===== src/rtl/ps2_pkg.sv =====
// Shared types and constants for the PS/2 mouse packetizer.
package ps2_pkg;

  typedef enum logic [1:0] {
    RX_IDLE,
    RX_DATA,
    RX_PARITY,
    RX_STOP
  } rx_state_t;

  typedef enum logic [2:0] {
    TX_IDLE,
    TX_WAIT,
    TX_INHIBIT,
    TX_REQ,
    TX_BITS,
    TX_ACK,
    TX_REPLY,
    TX_DONE
  } tx_state_t;

  localparam logic [7:0]  CMD_ENABLE = 8'hF4;
  localparam logic [7:0]  RSP_ACK    = 8'hFA;
  localparam int unsigned FRAME_BITS = 11;
  localparam int unsigned MAX_RETRY  = 3;

endpackage


===== src/rtl/ps2_line_filter.sv =====
// One PS/2 line: 2-FF synchronizer, stability filter and registered falling-edge strobe.
module ps2_line_filter #(
  parameter int unsigned FILTER_LEN = 8
) (
  input  logic clk,
  input  logic reset,
  input  logic line_in,
  output logic line_out,
  output logic fall
);

  localparam int unsigned CNT_W = (FILTER_LEN > 1) ? $clog2(FILTER_LEN) : 1;

  logic [1:0]       sync;
  logic [CNT_W-1:0] cnt;

  // Filtered level only follows the synchronized line after FILTER_LEN differing cycles.
  always_ff @(posedge clk) begin
    if (reset) begin
      sync     <= 2'b11;
      line_out <= 1'b1;
      cnt      <= '0;
      fall     <= 1'b0;
    end else begin
      sync <= {sync[0], line_in};
      fall <= 1'b0;
      if (sync[1] == line_out) begin
        cnt <= '0;
      end else if (cnt == CNT_W'(FILTER_LEN - 1)) begin
        line_out <= sync[1];
        cnt      <= '0;
        fall     <= line_out;
      end else begin
        cnt <= cnt + CNT_W'(1);
      end
    end
  end

endmodule


===== src/rtl/ps2_mouse_packetizer.sv =====
// PS/2 mouse receiver assembling 3-byte packets onto the 25-bit ps2_mouse bus.
// Define PS2_MOUSE_HOST_INIT_EN to send the enable-reporting command after reset.
module ps2_mouse_packetizer
  import ps2_pkg::*;
#(
  parameter int unsigned CLK_HZ     = 50_000_000,
  parameter int unsigned FILTER_LEN = 8,
  parameter int unsigned TIMEOUT_US = 2000,
  parameter int unsigned INIT_MS    = 100
) (
  input  logic        clk,
  input  logic        reset,
  input  logic        ps2_clk_in,
  input  logic        ps2_data_in,
  output logic        ps2_clk_oe,
  output logic        ps2_data_oe,
  output logic [24:0] ps2_mouse,
  output logic        frame_err
);

  localparam longint unsigned TO_CYC = (longint'(TIMEOUT_US) * longint'(CLK_HZ)) / 64'd1_000_000;
  localparam int unsigned     TO_W   = $clog2(TO_CYC + 1);

  logic clk_lvl, clk_fall, data_lvl, data_fall;
  logic unused_ok;

  ps2_line_filter #(.FILTER_LEN(FILTER_LEN)) u_clk_filt (
    .clk(clk), .reset(reset), .line_in(ps2_clk_in), .line_out(clk_lvl), .fall(clk_fall)
  );
  ps2_line_filter #(.FILTER_LEN(FILTER_LEN)) u_data_filt (
    .clk(clk), .reset(reset), .line_in(ps2_data_in), .line_out(data_lvl), .fall(data_fall)
  );

  assign unused_ok = ^{clk_lvl, data_fall};

  rx_state_t       rx_state;
  logic [2:0]      bit_cnt;
  logic [7:0]      shreg;
  logic            par_bit;
  logic [TO_W-1:0] to_cnt;
  logic [1:0]      idx;
  logic [7:0]      b0, b1;
  logic            rx_en_c, pkt_en_c, stop_c, byte_ok_c;

  assign stop_c    = rx_en_c && (rx_state == RX_STOP) && clk_fall;
  assign byte_ok_c = (^{shreg, par_bit}) && data_lvl;

  // Frame receiver, edge timeout and packet assembler.
  always_ff @(posedge clk) begin
    if (reset) begin
      rx_state  <= RX_IDLE;
      bit_cnt   <= '0;
      shreg     <= '0;
      par_bit   <= 1'b0;
      to_cnt    <= '0;
      idx       <= '0;
      b0        <= '0;
      b1        <= '0;
      ps2_mouse <= '0;
      frame_err <= 1'b0;
    end else begin
      frame_err <= 1'b0;
      if (!rx_en_c) begin
        rx_state <= RX_IDLE;
        to_cnt   <= '0;
      end else if (clk_fall) begin
        to_cnt <= '0;
        unique case (rx_state)
          RX_IDLE: begin
            if (!data_lvl) begin
              rx_state <= RX_DATA;
              bit_cnt  <= '0;
            end
          end
          RX_DATA: begin
            shreg   <= {data_lvl, shreg[7:1]};
            bit_cnt <= bit_cnt + 3'd1;
            if (bit_cnt == 3'd7) rx_state <= RX_PARITY;
          end
          RX_PARITY: begin
            par_bit  <= data_lvl;
            rx_state <= RX_STOP;
          end
          RX_STOP: begin
            rx_state <= RX_IDLE;
            if (!byte_ok_c) begin
              frame_err <= 1'b1;
              idx       <= '0;
            end else if (pkt_en_c) begin
              unique case (idx)
                2'd0: begin
                  // Bit 3 of the status byte is always set; use it to find packet alignment.
                  if (shreg[3]) begin
                    b0  <= shreg;
                    idx <= 2'd1;
                  end else begin
                    frame_err <= 1'b1;
                  end
                end
                2'd1: begin
                  b1  <= shreg;
                  idx <= 2'd2;
                end
                2'd2: begin
                  ps2_mouse <= {~ps2_mouse[24], shreg, b1, b0};
                  idx       <= '0;
                end
                default: idx <= '0;
              endcase
            end
          end
        endcase
      end else if (rx_state != RX_IDLE) begin
        if (to_cnt == TO_W'(TO_CYC - 1)) begin
          rx_state  <= RX_IDLE;
          to_cnt    <= '0;
          frame_err <= 1'b1;
          idx       <= '0;
        end else begin
          to_cnt <= to_cnt + TO_W'(1);
        end
      end
    end
  end

`ifdef PS2_MOUSE_HOST_INIT_EN
  localparam longint unsigned INIT_CYC = (longint'(INIT_MS) * longint'(CLK_HZ)) / 64'd1000;
  localparam longint unsigned INH_CYC  = (64'd100 * longint'(CLK_HZ)) / 64'd1_000_000;

  tx_state_t   tx_state;
  logic [31:0] tmr;
  logic [3:0]  tx_bit;
  logic [8:0]  tx_sh;
  logic [1:0]  tries;
  logic        tx_fail_c;

  assign rx_en_c  = !(tx_state inside {TX_INHIBIT, TX_REQ, TX_BITS, TX_ACK});
  assign pkt_en_c = (tx_state == TX_DONE);

  always_comb begin
    tx_fail_c = 1'b0;
    unique case (tx_state)
      TX_BITS:  tx_fail_c = !clk_fall && (tmr == 32'(TO_CYC - 1));
      TX_ACK:   tx_fail_c = clk_fall ? data_lvl : (tmr == 32'(TO_CYC - 1));
      TX_REPLY: tx_fail_c = stop_c ? !(byte_ok_c && shreg == RSP_ACK) : (tmr == 32'(INIT_CYC - 1));
      default:  tx_fail_c = 1'b0;
    endcase
  end

  // Host command sequencer: inhibit, request-to-send, clock out 0xF4, check ack and reply.
  always_ff @(posedge clk) begin
    if (reset) begin
      tx_state    <= TX_IDLE;
      tmr         <= '0;
      tx_bit      <= '0;
      tx_sh       <= '0;
      tries       <= '0;
      ps2_clk_oe  <= 1'b0;
      ps2_data_oe <= 1'b0;
    end else if (tx_fail_c) begin
      ps2_data_oe <= 1'b0;
      tmr         <= '0;
      if (tries == 2'(MAX_RETRY - 1)) begin
        ps2_clk_oe <= 1'b0;
        tx_state   <= TX_DONE;
      end else begin
        tries      <= tries + 2'd1;
        ps2_clk_oe <= 1'b1;
        tx_state   <= TX_INHIBIT;
      end
    end else begin
      unique case (tx_state)
        TX_IDLE: begin
          tmr      <= '0;
          tx_state <= TX_WAIT;
        end
        TX_WAIT: begin
          if (tmr == 32'(INIT_CYC - 1)) begin
            tmr        <= '0;
            ps2_clk_oe <= 1'b1;
            tx_state   <= TX_INHIBIT;
          end else begin
            tmr <= tmr + 32'd1;
          end
        end
        TX_INHIBIT: begin
          if (tmr == 32'(INH_CYC - 1)) begin
            tmr         <= '0;
            ps2_data_oe <= 1'b1;
            tx_sh       <= {~^CMD_ENABLE, CMD_ENABLE};
            tx_bit      <= '0;
            tx_state    <= TX_REQ;
          end else begin
            tmr <= tmr + 32'd1;
          end
        end
        TX_REQ: begin
          ps2_clk_oe <= 1'b0;
          tx_state   <= TX_BITS;
        end
        TX_BITS: begin
          if (clk_fall) begin
            tmr    <= '0;
            tx_bit <= tx_bit + 4'd1;
            if (tx_bit == 4'(FRAME_BITS - 2)) begin
              ps2_data_oe <= 1'b0;
              tx_state    <= TX_ACK;
            end else begin
              ps2_data_oe <= ~tx_sh[0];
              tx_sh       <= {1'b0, tx_sh[8:1]};
            end
          end else begin
            tmr <= tmr + 32'd1;
          end
        end
        TX_ACK: begin
          if (clk_fall) begin
            tmr      <= '0;
            tx_state <= TX_REPLY;
          end else begin
            tmr <= tmr + 32'd1;
          end
        end
        TX_REPLY: begin
          if (stop_c) tx_state <= TX_DONE;
          else        tmr      <= tmr + 32'd1;
        end
        TX_DONE: tx_state <= TX_DONE;
      endcase
    end
  end
`else
  assign rx_en_c     = 1'b1;
  assign pkt_en_c    = 1'b1;
  assign ps2_clk_oe  = 1'b0;
  assign ps2_data_oe = 1'b0;
`endif

endmodule


===== config.mk =====
export PLATFORM = sky130hd
export DESIGN_NAME = ps2_mouse_packetizer
export DESIGN_NICKNAME = d
export VERILOG_FILES = /design/src/rtl/ps2_pkg.sv /design/src/rtl/ps2_line_filter.sv /design/src/rtl/ps2_mouse_packetizer.sv
export SDC_FILE = /design/constraint.sdc
export NUM_CORES = 1
export LEC_CHECK = 0
export CORE_ASPECT_RATIO = 0.6
export CORE_MARGIN = 2
export CORE_UTILIZATION = 30
export CTS_CLUSTER_SIZE = 12
export DETAILED_ROUTE_END_ITERATION = 7
export GPL_TIMING_DRIVEN = 0
export SKIP_CTS_REPAIR_TIMING = 1
export SLEW_MARGIN = 40
export SYNTH_ARGS = -nofsm -noshare
export SYNTH_HDL_FRONTEND = slang
export SYNTH_SLANG_ARGS = --single-unit
export TNS_END_PERCENT = 10

===== constraint.sdc =====
create_clock -name clk -period 5.8 [get_ports clk]
set_clock_uncertainty 0.05 [all_clocks]
set_input_delay 0.87 -clock clk [delete_from_list [all_inputs] [get_ports clk]]
set_output_delay 0.87 -clock clk [all_outputs]
set_load 0.005 [all_outputs]

# == Word-level counts from Yosys, hierarchy flattened ==
# Cells that the tools add are included.
# totals
ff_bits,88
in_bits,4
# classes
n_addsub,4
n_eq_ne,16
mux,21
n_bitwise,4
n_reduce_logical,22
# ops
op,n
2-bit two-way mux,9
"17-bit by 1-bit adder with 17-bit output, second input constant",1
"17-bit == test, second input constant",1
17-bit two-way mux,1
4-bit AND reduction,4
"3-bit by 1-bit adder with 3-bit output, second input constant",3
"3-bit == test, second input constant",3
3-bit OR reduction,3
9-bit parity,1
2-bit one-hot mux with 4 select lines,1
2-bit AND reduction,4
2-bit nonzero test,4
1-bit two-way mux,7
"2-bit == test, second input constant",3
"3-bit inequality test, second input constant",2
3-bit one-hot mux with 2 select lines,1
5-bit AND reduction,1
"2-bit by 1-bit == test with 1-bit output, second input constant",2
2-bit logical NOT,2
"2-bit inequality test, second input constant",2
"4-bit inequality test, second input constant",1
1-bit inverter,4
2-bit one-hot mux with 2 select lines,1
3-bit two-way mux,1
4 further kinds,5

# == Depth between registers and ports, before layout ==
# Gate-level depths: netlist (run 1).
# logic_depth
word_depth,5
ltp_mapped,7
depth_no_buf,6

# == Cells and area by module ==
# A second synthesis (run 1) with hierarchy kept.
# unflattened
cells_unflattened,377
area_unflattened_um2,3872.5
# modules_own_cells
mod,instances,cells_per_inst,area_each_um2,seq_area_each_um2
ps2_mouse_packetizer,1,341,3394.5,1501.4
ps2_line_filter,2,18,239.0,140.1

# == Worst setup path after synthesis (run 1) ==
# No wires, ideal clock.
# synth_timing
kind,register to register
startpoint,reg rx_state[0]
endpoint,reg to_cnt[15]
t_arrival_ps,2027
required_time_ps,5680
setup_slack_ps,3654
stages_incl_launch_ff,7
path_buffers,0
synth_period_minus_slack_ps,2146
cell_sequence,dfxtp_1 -> inv_1 -> ha_1 -> nand4b_1 -> or4_1 -> or3_1 -> a21oi_1
# synth_via
elab_chain_len,1
# synth_rtl
element,line,source
from (decl),ps2_mouse_packetizer.sv:36,rx_state_t rx_state;
from (signal assigned),ps2_mouse_packetizer.sv:51,rx_state <= RX_IDLE;
from (signal assigned),ps2_mouse_packetizer.sv:64,rx_state <= RX_IDLE;
from (signal assigned),ps2_mouse_packetizer.sv:71,rx_state <= RX_DATA;
2-bit nonzero test,ps2_mouse_packetizer.sv:113,end else if (rx_state != RX_IDLE) begin
to (signal assigned),ps2_mouse_packetizer.sv:120,to_cnt <= to_cnt + TO_W'(1);
to (decl),ps2_mouse_packetizer.sv:40,logic [TO_W-1:0] to_cnt;
# Every way passes these cells.
# A chain may end at the register's enable or synchronous reset.

# == Worst setup path after layout (run 1) ==
# Same ends and word-level chain as after synthesis.

==> impl_metrics.tcl, run 1 <==
set metrics [dict create \
    outcome "finished clean" \
    grt_overflow 0 \
    synthXorXnorAreaFrac 0.0515 \
    synth_edf_count 0 \
    insertion_delay_ps 340 \
    max_freq_ghz 0.406 \
    antenna_found_initial 0 \
    syn_area_per_cell_um2 9.90 \
    synth.distinct_cells 50 \
    critPathLaunchType "flop" \
    leakage_uw 0.00171 \
    yosysWarnings 0 \
    place_ws_ps 3350 \
    vias 2876 \
    timing.rr.end "to_cnt[15]$_SDFFE_PP0P_" \
    chipWidth_um 151 \
    grt_max_degree 14 \
    synth.top_cell.area_share 0.450 \
    maxSlewViolCount 0 \
    cts.sinks 88 \
    rsz0062_at_grt "false" \
    final_net_count 451 \
    synth_top_family_by_area "simple AND/OR/NAND/NOR gates" \
    fin_tns_setup_ps 0 \
    r2r_cells 6 \
    start_util 0.306 \
    dpl-instance-area_um2 4410 \
    boundaryPins 32 \
    port_buffers 28 \
    remaining_drc_errors 0 \
    max_slew.worst_pin.slew_ps 634 \
    path_clk_slew_ps 60 \
    final_cell_area_um2 4680 \
    syn_area_um2 3910 \
    die_y_um 92.4 \
    diodes 0 \
    place_hpwl_um 6260 \
    cts_root_buf "clkbuf_16" \
    clockBufferDepth 2 \
    period_needed_ps 2460 \
    syn_to_final_growth_pct 19.8 \
    power_density_nw_per_um2 252 \
    required_ps 6020 \
    synth_compound_area_frac 0.0685 \
    wl_per_cell_um 13.9 \
    ys_async_sr_fraction 0 \
    cts_buffers 9 \
    drt_pass1_iterations 4 \
    ant_nets 0 \
    synth_flop_cell "dfxtp_1" \
    vdd_drop_max_mv 0.148 \
    hold_path.class "reg2reg" \
    max-cap-violations 0 \
    seq_area_frac_synth 0.450 \
    holdPathEnd "u_data_filt.sync[1]$_SDFF_PP1_" \
    worstHoldStart "u_data_filt.sync[0]$_SDFF_PP1_" \
    worstPathArrival_ps 2680 \
    crit_type "reg2reg" \
    first_iter_violations 156 \
    synth_top_area_cell "dfxtp_1" \
    synth.area.mux_share 0.127 \
    slew_headroom 0.577 \
    grt_pass1_wl_um 14000 \
    finalSetupViolCount 0 \
    dieArea_um2 14000 \
    routabilityCongestion 0.805 \
    wirelength_um 8480 \
    crit_fanout 8 \
    core_um2 12800 \
    synth-simple-area-share 0.229 \
    synth-seq-cells 88 \
    ff2ff_setup_slack_ps 3340 \
    worstHoldPathCells 1 \
    synth_area_leaders "dfxtp_1 (45%), mux2i_1 (11%), nand2b_1 (7.7%)" \
    critPathCaptureType "flop" \
    cts_tree "built" \
    finalCritPeriodShare 0.425 \
    grt_pass1_vias 2868 \
    hold_viol 0 \
    grtUsageTotal 0.129 \
    vias_per_cell 4.73 \
    fillCellCount 1231 \
    synthAdderAreaFrac 0.0384 \
    rows 32 \
    postSynthCellCount 395 \
    r2r-start "rx_state[0]$_SDFFE_PP0P_" \
    worst_slack_ps 3340 \
    htreeDepth 3 \
    drive_above_1_share 0.0708 \
]
## how the worst max path moves through the flow
stage | from | end | slack (ps)
2_1_floorplan | rx_state[0]$_SDFFE_PP0P_ | to_cnt[15]$_SDFFE_PP0P_ | 3650
3_3_place_gp | rx_state[0]$_SDFFE_PP0P_ | to_cnt[15]$_SDFFE_PP0P_ | 3410
3_5_place_dp | rx_state[0]$_SDFFE_PP0P_ | to_cnt[15]$_SDFFE_PP0P_ | 3350
4_1_cts | rx_state[0]$_SDFFE_PP0P_ | to_cnt[15]$_SDFFE_PP0P_ | 3340
5_1_grt | rx_state[1]$_SDFFE_PP0P_ | to_cnt[13]$_SDFFE_PP0P_ | 3190
6_report | rx_state[0]$_SDFFE_PP0P_ | to_cnt[15]$_SDFFE_PP0P_ | 3340
## registers in the layout (all words and copies together) (netlist names)
signal / cells
shreg: 8
ps2_mouse: 25
u_clk_filt.cnt: 3
frame_err: 1
u_data_filt.line_out: 1
bit_cnt: 3
b1: 8
u_clk_filt.line_out: 1
b0: 8
par_bit: 1
u_data_filt.cnt: 3
u_clk_filt.fall: 1
idx: 2
rx_state: 2
u_clk_filt.sync: 2
u_data_filt.sync: 2
to_cnt: 17
## Yosys cell counts, types with 5 or more instances
library cell / instances
xnor2_1: 11
inv_1: 8
o21ai_0: 5
a21oi_1: 22
nor4_1: 6
dfxtp_1: 88
nor2b_1: 5
nand3_1: 18
clkbuf_1: 15
nor2_1: 15
ha_1: 12
nor3_1: 9
nand2b_1: 48
and2_1: 5
nand2_1: 23
mux2i_1: 42
nand4_1: 5
## placed cells by master (no fill, tap or decap), types with 5 or more instances in the layout
| cell type | count |
|---|---|
| a21oi_1 | 22 |
| and2_1 | 5 |
| clkbuf_1 | 16 |
| clkbuf_16 | 9 |
| clkdlybuf4s50_1 | 28 |
| dfxtp_1 | 88 |
| ha_1 | 12 |
| inv_1 | 8 |
| mux2i_1 | 42 |
| nand2_1 | 23 |
| nand2b_1 | 48 |
| nand3_1 | 18 |
| nand4_1 | 5 |
| nor2_1 | 15 |
| nor2b_1 | 5 |
| nor3_1 | 9 |
| nor4_1 | 6 |
| o21ai_0 | 5 |
| xnor2_1 | 11 |
## cell families (layout without fill, tap and decap cells)
group | Yosys count | after routing
adder cells (fa/ha/maj) | 12 | 12
multiplexers | 47 | 47
AND/OR/NAND/NOR | 157 | 157
AO/OA/AOI/OAI | 43 | 43
other | 1 | 2
flip-flops | 88 | 88
XOR/XNOR | 18 | 18
buffers and inverters | 29 | 71
## metal layers
| metal | vias up | part of all wire | global-route usage |
|---|---|---|---|
| li1 | 1452 | - | - |
| met5 | - | 0 | 0 |
| met1 | 1360 | 0.54 | 0.184 |
| met4 | 0 | 0.013 | 0.0483 |
| met3 | 11 | 0.041 | 0.0340 |
| met2 | 53 | 0.41 | 0.186 |
## through the flow
stage / std cells / total power, uW / hold slack [ps] / utilization
6_report: 608 / 1180 / 358 / 0.367
3_5_place_dp: 594 / 643 / 349 / 0.345
3_3_place_gp: 594 / 642 / 347 / 0.345
4_1_cts: 608 / 1200 / 362 / 0.367
5_1_grt: 608 / 1220 / 387 / 0.367
2_1_floorplan: 396 / 636 / 339 / -
## power by group
group / leakage, uW / internal, uW / total [uW] / switching [uW]
registers: 0.000710 / 606 / 607 / 0.833
logic: 0.000866 / 9.92 / 22.5 / 12.6
clock network: 0.000134 / 327 / 551 / 224
## worst max-delay path: stages (launching register included)
cell and delay (ps):
dfxtp_1 360, inv_1 100, ha_1 280, nand4b_1 390, or4_1 680, or3_1 380
a21oi_1 150
## area by class of cell
class	count	area, um2	share of cell area
Multi-Input combinational cell	279	2020	0.431
Sequential cell	88	1760	0.376
Timing Repair Buffer	28	280	0.0598
Clock buffer	10	229	0.0489
Tap cell	170	213	0.0454
Buffer	21	104	0.0222
Clock inverter	4	47.5	0.0101
Inverter	8	30.0	0.00641
Note: power is estimated with default switching activity, not from simulation.
==> inputs of run 2 (changes only) <==
clock period = 2.05 ns   (was 5.8 ns; I/O delays follow)
==> run 2 against run 1 <==
Compared with the run above:
- the flow now finishes with violations (negative setup slack)
- utilization grew 1.4 points
- worst hold slack worse by 0.61 ps
- power rose to 2.9 times the previous value
- clock power grew to 3.0 times the previous value
- highest routed layer unchanged
- count of clock-buffer cells in the layout is 2 higher
- sequential share of layout area shrank 1.3 points
- combinational power grew to 3.1 times the previous value
==> impl_metrics.tcl, run 2 (synthesized netlist as in run 1, its figures left out) <==
set metrics [dict create \
    rows 32 \
    grt_overflow 0 \
    top_register "ps2_mouse" \
    worst_hold_slack_ps 357 \
    crit_type "reg2reg" \
    outcome "complete, but fails checks" \
    cp_slowest_stage_delay_ps 580 \
    die_y_um 92.4 \
    rsz0062_at_grt "true" \
    slew_headroom 0.583 \
    cts_tree "built" \
    insertion_delay_ps 340 \
    p_total_uw 3460 \
    vdd_drop_max_mv 0.452 \
    final_common_cell "dfxtp_1" \
    finalCritPeriodShare 1.03 \
    required_ps 2270 \
    slowest_stage "or4_4" \
    reg.largest.list "ps2_mouse x25, to_cnt x17" \
    boundaryPins 32 \
    syn_to_final_growth_pct 24.4 \
    drive_above_1_share 0.141 \
    cts_buffers 9 \
    met1_length_um 4680 \
    wl_per_cell_um 14.5 \
    antenna_found_initial 0 \
    power_density_nw_per_um2 711 \
    violations "negative setup slack" \
    chipWidth_um 151 \
    vias_per_cell 4.81 \
    top_layer "met4" \
    first_iter_violations 165 \
    drt_pass1_iterations 5 \
    maxSlewViolCount 0 \
    dieArea_um2 14000 \
    vias 2975 \
    dr_wl_met2_um 3760 \
    htreeDepth 3 \
    start_util 0.306 \
    hold_viol 0 \
    leakage_uw 0.00177 \
    path_clk_slew_ps 60 \
    max_slew.worst_pin.slew_ps 624 \
    core_um2 12800 \
    final_cell_mix "dfxtp_1 (83), nand2b_1 (48), mux2i_1 (41)" \
    critPathCaptureType "flop" \
    final_net_count 459 \
    crit_fanout 6 \
    cp_num_buf_inv 1 \
    remaining_drc_errors 0 \
    grtUsageTotal 0.135 \
    largest_reg_flops 25 \
    period_needed_ps 2110 \
    worst_slack_ps -55.5 \
    routabilityCongestion 0.831 \
    grt_pass1_wl_um 14700 \
    grt_max_degree 15 \
    max-cap-violations 0 \
    cts.sinks 88 \
    worstPathArrival_ps 2330 \
    port_buffers 28 \
    crit_path_cell_trace "inv_2 > ha_4 > nand4b_1 > or4_4 > or3_1 > a21oi_2" \
    routed-wl-met3_um 448 \
    hold_path.class "reg2reg" \
    ant_nets 0 \
    cts_root_buf "clkbuf_16" \
    max_freq_ghz 0.475 \
    wirelength_um 8980 \
    diodes 0 \
    finalSetupViolCount 2 \
    critPathLaunchType "flop" \
    cp_top_family "simple AND/OR/NAND/NOR gates" \
    grt_pass1_vias 2957 \
    clockBufferDepth 2 \
    place_hpwl_um 6380 \
]
[run 2: layout make-up]
type | instances | area (um2)
inverter | 8 | 30.0
buffer | 20 | 115
multi-input combinational | 279 | 2090
clock inverter | 4 | 51.3
fill | 1239 | 7910
timing repair buffer | 37 | 348
clock buffer | 12 | 256
sequential | 88 | 1770
tap | 170 | 213
[run 2: layer usage]
| metal | track usage | up-vias |
|---|---|---|
| met2 | 0.195 | 60 |
| met1 | 0.194 | 1435 |
| met3 | 0.0389 | 8 |
| li1 | - | 1472 |
| met4 | 0.0421 | 0 |
| met5 | 0 | - |
[run 2: worst paths after layout]
| check | cells after the start | start | endpoint | slack (ps) |
|---|---|---|---|---|
| min | 1 | u_clk_filt.sync[0]$_SDFF_PP1_ | u_clk_filt.sync[1]$_SDFF_PP1_ | 360 |
| min reg2reg | 1 | u_clk_filt.sync[0]$_SDFF_PP1_ | u_clk_filt.sync[1]$_SDFF_PP1_ | 360 |
| max | 6 | rx_state[0]$_SDFFE_PP0P_ | to_cnt[15]$_SDFFE_PP0P_ | -60 |
| max reg2reg | 6 | rx_state[0]$_SDFFE_PP0P_ | to_cnt[15]$_SDFFE_PP0P_ | -60 |
[run 2: report_power, final]
part	leakage [uW]	switching [uW]	internal, uW
registers	0.000712	2.43	1710
clock network	0.000149	662	1010
logic	0.000910	37.8	32.7
[run 2: worst register-to-register path: cells and delay by family, from the launching register on]
kind,cells,cell delay [ps]
buf+inv,1,70
simple gates,3,1240
flops,1,360
fa+ha+maj,1,190
compound gates,1,140
[run 2: stage by stage]
step | utilization | setup TNS (ps) | setup slack, ps | std cells | area, um2
global placement | 0.347 | -3330 | -283 | 594 | 4430
CTS | 0.371 | -3720 | -293 | 610 | 4730
finish | 0.381 | -99.6 | -55.5 | 618 | 4870
detailed placement | 0.347 | -3530 | -294 | 594 | 4430
floorplan | - | 0 | 13.4 | 396 | 3930
global route | 0.381 | -665 | -121 | 618 | 4870
==> inputs of run 3 (changes only) <==
GPL_ROUTABILITY_DRIVEN = 0   (was not set)
==> results of run 3 <==
Final layout, timing and power as in run 2 (identical DEF).
